===== src/rtl/regfile_wsel_decoder.sv =====
// -----------------------------------------------------------------------------
// regfile_wsel_decoder
//   Destination-register write-select decoder and scoreboard for KGP miniRISC.
//   Reserves a destination register when the issue stage hands over an rd.
//   On a writeback to a reserved register, it produces a registered one-hot
//   write enable for the register file and releases the reservation.
//   issue_ready is held low while rd is still in flight (WAW stall). It is
//   raised again in the same cycle as the writeback that frees that rd.
//
// Ports
//   clk          in   1         rising-edge clock
//   rst          in   1         synchronous active-high reset
//   issue_valid  in   1         issue stage presents issue_rd
//   issue_rd     in   ADDR_W    destination index to reserve
//   issue_ready  out  1         combinational: issue_rd may be reserved now
//   wb_valid     in   1         writeback of wb_rd this cycle
//   wb_rd        in   ADDR_W    index being written back
//   wr_en_onehot out  N_REGS    registered one-hot regfile write enable
//   busy         out  N_REGS    registered scoreboard bitmap
//   busy_cnt     out  ADDR_W+1  registered number of busy registers
//   wb_err       out  1         registered pulse: writeback to a non-busy reg
// -----------------------------------------------------------------------------
module regfile_wsel_decoder #(
    parameter int ADDR_W    = 5,
    parameter int N_REGS    = 32,
    parameter bit R0_LOCKED = 1'b1
) (
    input  logic              clk,
    input  logic              rst,
    input  logic              issue_valid,
    input  logic [ADDR_W-1:0] issue_rd,
    output logic              issue_ready,
    input  logic              wb_valid,
    input  logic [ADDR_W-1:0] wb_rd,
    output logic [N_REGS-1:0] wr_en_onehot,
    output logic [N_REGS-1:0] busy,
    output logic [ADDR_W:0]   busy_cnt,
    output logic              wb_err
);

    // 5 -> 32 decode; the inverse of the regfile's priority encoder.
    function automatic logic [N_REGS-1:0] onehot_of(input logic [ADDR_W-1:0] idx);
        logic [N_REGS-1:0] v;
        v      = {N_REGS{1'b0}};
        v[idx] = 1'b1;
        return v;
    endfunction

    logic [N_REGS-1:0] busy_q,     busy_d;
    logic [N_REGS-1:0] wr_en_q,    wr_en_d;
    logic [ADDR_W:0]   busy_cnt_q, busy_cnt_d;
    logic              wb_err_q,   wb_err_d;

    logic issue_r0_s;   // issue targets the hard-wired zero register
    logic wb_r0_s;      // writeback targets the hard-wired zero register
    logic wb_hit_s;
    logic wb_miss_s;
    logic same_rd_s;
    logic set_en_s;
    logic inc_s;
    logic dec_s;

    // Scoreboard next-state, write-enable decode and stall logic.
    always_comb begin
        issue_r0_s  = R0_LOCKED && (issue_rd == {ADDR_W{1'b0}});
        wb_r0_s     = R0_LOCKED && (wb_rd == {ADDR_W{1'b0}});
        wb_hit_s    = wb_valid & busy_q[wb_rd] & ~wb_r0_s;
        wb_miss_s   = wb_valid & ~busy_q[wb_rd] & ~wb_r0_s;
        same_rd_s   = (issue_rd == wb_rd);

        // A writeback retiring the same rd this cycle frees it for reissue.
        issue_ready = ~busy_q[issue_rd] | (wb_hit_s & same_rd_s);
        set_en_s    = issue_valid & issue_ready & ~issue_r0_s;

        // Clear first, then set, so a same-rd issue keeps the bit (set wins).
        busy_d = busy_q;
        if (wb_hit_s) begin
            busy_d = busy_d & ~onehot_of(wb_rd);
        end else begin
            busy_d = busy_d;
        end
        if (set_en_s) begin
            busy_d = busy_d | onehot_of(issue_rd);
        end else begin
            busy_d = busy_d;
        end

        // A bit is only counted when it really changes state. For a same-rd
        // issue+writeback the bit was already set and stays set, so neither
        // counter moves.
        inc_s      = set_en_s & ~busy_q[issue_rd];
        dec_s      = wb_hit_s & ~(set_en_s & same_rd_s);
        busy_cnt_d = busy_cnt_q + {{ADDR_W{1'b0}}, inc_s} - {{ADDR_W{1'b0}}, dec_s};

        if (wb_hit_s) begin
            wr_en_d = onehot_of(wb_rd);
        end else begin
            wr_en_d = {N_REGS{1'b0}};
        end
        wb_err_d = wb_miss_s;
    end

    // State and output registers; reset drops every reservation and pending enable.
    always_ff @(posedge clk) begin
        if (rst) begin
            busy_q     <= {N_REGS{1'b0}};
            busy_cnt_q <= {(ADDR_W+1){1'b0}};
            wr_en_q    <= {N_REGS{1'b0}};
            wb_err_q   <= 1'b0;
        end else begin
            busy_q     <= busy_d;
            busy_cnt_q <= busy_cnt_d;
            wr_en_q    <= wr_en_d;
            wb_err_q   <= wb_err_d;
        end
    end

    assign busy         = busy_q;
    assign busy_cnt     = busy_cnt_q;
    assign wr_en_onehot = wr_en_q;
    assign wb_err       = wb_err_q;

endmodule


===== config.mk =====
export PLATFORM = sky130hd
export DESIGN_NAME = regfile_wsel_decoder
export DESIGN_NICKNAME = d
export VERILOG_FILES = /design/src/rtl/regfile_wsel_decoder.sv
export SDC_FILE = /design/constraint.sdc
export NUM_CORES = 1
export LEC_CHECK = 0
export CORE_ASPECT_RATIO = 1.25
export CORE_UTILIZATION = 34
export CTS_BUF_LIST = sky130_fd_sc_hd__clkbuf_2
export DETAILED_ROUTE_END_ITERATION = 10
export RECOVER_POWER = 50
export SKIP_LAST_GASP = 1
export SLEW_MARGIN = 30
export SYNTH_ARGS = -nofsm -noshare
export SYNTH_HDL_FRONTEND = slang
export SYNTH_SLANG_ARGS = --single-unit

===== constraint.sdc =====
create_clock -name clk -period 6.35 [get_ports clk]
set_input_delay 0.635 -clock clk [delete_from_list [all_inputs] [get_ports clk]]
set_output_delay 0.635 -clock clk [all_outputs]
set_load 0.01 [all_outputs]

==> flow_metrics.env <==
export IMPL_cts_tree="built"
export IMPL_ys_async_sr_fraction=0
export IMPL_ioPinCount=86
export IMPL_reg2regPathDepth=14
export IMPL_setup_worst_path_class="primary input to output pin"
export IMPL_status="completed"
export IMPL_cts_resized_gates=0
export IMPL_area_growth_pct=26.61
export IMPL_yosys_most_used_dff="dfxtp_1"
export IMPL_skew_ps=22.09
export IMPL_synthCells=355
export IMPL_seq_area_um2=1421
export IMPL_routedWlPerCell_um=18.81
export IMPL_dr_total_vias=3053
export IMPL_syn_avg_cell_area_um2=9.682
export IMPL_fill_cells=979
export IMPL_total_power_uw=857.4
export IMPL_track_usage=0.2027
export IMPL_drive_above_1_share=0.09005
export IMPL_cts_hold_buf=0
export IMPL_finalCritPeriodShare=0.6809
export IMPL_relSlewSlack=0.4350
export IMPL_antenna_left=0
export IMPL_drv_cap=0
export IMPL_rsz0062_at_grt="no"
export IMPL_totalWireLength_um=10310
export IMPL_clk_latency_ps=530
export IMPL_synth_cell_types=52
export IMPL_n_antenna_cell=0
export IMPL_cts_root_buffer="clkbuf_2"
export IMPL_post_dp_cell_area_um2=4284
export IMPL_min_delay_worst_endpoint="busy[12]"
export IMPL_hpwlAfterDp_um=7246
export IMPL_crit_fanout=16
export IMPL_grt_busiest_layer="met2"
export IMPL_synth_nets=376
export IMPL_tns_ps=0
export IMPL_grt_antenna_before_repair=0
export IMPL_cp_required_ps=5710
export IMPL_post_cts_buffers=0
export IMPL_ys_warn_count=0
export IMPL_first_iter_violations=242
export IMPL_hold_path_startpoint="busy[12]"
export IMPL_hold_viol=0
export IMPL_use_met2=0.3269
export IMPL_critPathArrivalTime_ps=3690
export IMPL_use_met1=0.2519
export IMPL_clk_pin_slew_ps=160
export IMPL_max_freq_ghz=0.2313
export IMPL_htreeDepth=3
export IMPL_synth_edf_count=0
export IMPL_dieWidth_um=91.93
export IMPL_dieArea_um2=10520
export IMPL_die_h_um=114.4
export IMPL_hp_class="flip-flop to flip-flop"
export IMPL_clock_sinks=71
export IMPL_core_area_um2=9709
export IMPL_power_density_nw_per_um2=197.0
export IMPL_ys_ff_latch=71
export IMPL_vias_per_cell=5.571
export IMPL_grt_pass1_wl_um=16080
export IMPL_rrSetupSlack_ps=3140
export IMPL_drc=0
export IMPL_min_period_ps=4324
export IMPL_seq_area_frac_synth=0.4135
export IMPL_finalInstanceArea_um2=4352
export IMPL_power_leakage_nw=1.682
export IMPL_rr_endpoint="busy_cnt[4]"
export IMPL_hold_slack_ps=527.5
export IMPL_gp_congestion=0.8637
export IMPL_synth_area_um2=3437
export IMPL_multi_input_area_um2=1790
export IMPL_first_pass_iters=5
export IMPL_finalSetupViolCount=0
export IMPL_min_path_cells=2
export IMPL_initial_utilization=0.3540
export IMPL_numPortBuffers=85
export IMPL_cts_max_path_buffers=2
export IMPL_numCtsBuffers=9
export IMPL_row_count=40
export IMPL_ir_drop_v=0.00007834
export IMPL_r2r_start="busy[28]"
export IMPL_grt_ovfl_total=0
export IMPL_grt_max_degree=42
export IMPL_grt_pass1_vias=2974
export IMPL_mostFrequentLayoutCells="dfxtp_1, dlygate4sd3_1, nor2_1, o31ai_1, o311ai_0"
export IMPL_start_kind="primary input"
export IMPL_fin_nets=440
export IMPL_tightest_slew_ps=844.8
export IMPL_endpoint_kind="output pin"
export IMPL_grt_util_met3=0.04117
export IMPL_slew_viol_final=0
cell families after synthesis:
kind of cell	synth area share
other	0.001091
multiplexers	0.09683
AND/OR/NAND/NOR	0.1864
adder cells (fa/ha/maj)	0.02767
flip-flops	0.4135
AO/OA/AOI/OAI	0.1835
XOR/XNOR	0.02548
buffers and inverters	0.06552
cell usage after synthesis (2+ instances only):
cell type  count  area share
nand3b_1       6       0.013
xor2_1         2      0.0051
nor2b_1       14       0.025
dfxtp_1       71        0.41
nand3_1        6      0.0087
or3b_2         2      0.0051
or2_2          2      0.0036
nor3_1        15       0.022
inv_1          9      0.0098
a2111oi_0      2      0.0051
buf_2         11       0.016
o311ai_0      23       0.059
a21oi_1        5      0.0073
ha_1           6       0.022
nor4_1         8       0.015
nand2_1       21       0.023
o32ai_1        6       0.015
xnor2_1        8       0.020
buf_4          7       0.015
nand2b_1       3      0.0055
o31ai_1       26       0.057
a22o_1         2      0.0051
mux2i_1        4       0.012
or3_1          4      0.0073
and3b_1        2      0.0051
clkbuf_1      14       0.015
buf_6          2      0.0066
a211oi_1       2      0.0044
mux2_2         4       0.013
nor2_1        28       0.031
mux4_2        11       0.072
nor3b_1        3      0.0066
and3_1         2      0.0036
o21ai_0        6      0.0087
sequential cells by signal, indices dropped and copies added, names as in the netlist:
register	flops
wr_en_onehot	32
wb_err	1
busy_cnt	6
busy	32
metal layers:
metal	up-vias	routed length (µm)	part of all wire
li1	1460	-	-
met1	1413	4271	0.41
met2	158	4934	0.48
met3	22	788	0.076
met4	0	317	0.031
met5	-	0	0
worst max-delay path, cell delays in order:
cell and delay (ps):
clkdlybuf4s50_1 1020, mux4_2 600, mux2_2 280, a211oi_2 250, a21oi_1 150, nor3_2 200, inv_1 60, clkdlybuf4s50_1 480
through the flow:
| step | utilization | setup WS, ps | std cells |
|---|---|---|---|
| after global routing | 0.4482 | 1919 | 548 |
| final | 0.4482 | 2026 | 548 |
| after global placement | 0.4412 | 1774 | 534 |
| after floorplan | - | 2552 | 355 |
| after CTS | 0.4482 | 2018 | 548 |
| after detailed placement | 0.4412 | 1690 | 534 |
power breakdown:
part           internal, mW  switching [mW]
clock                0.0476           0.146
combinational        0.0850           0.108
sequential            0.460          0.0107
layout make-up:
type / count / area share
clock buffer: 11 / 0.01265
multi-input combinational: 239 / 0.4114
inverter: 9 / 0.007763
clock inverter: 3 / 0.002875
sequential: 71 / 0.3266
tap: 126 / 0.03623
timing repair buffer: 89 / 0.2024
how the worst max path moves through the flow:
stage / from / endpoint
after global placement: wb_rd[1] / busy_cnt[4]
after floorplan: wb_rd[1] / busy_cnt[4]
final: wb_rd[1] / issue_ready
after detailed placement: wb_rd[1] / busy_cnt[4]
after CTS: wb_rd[1] / issue_ready
after global routing: wb_rd[1] / issue_ready
Power figures use the tool's default switching activity.
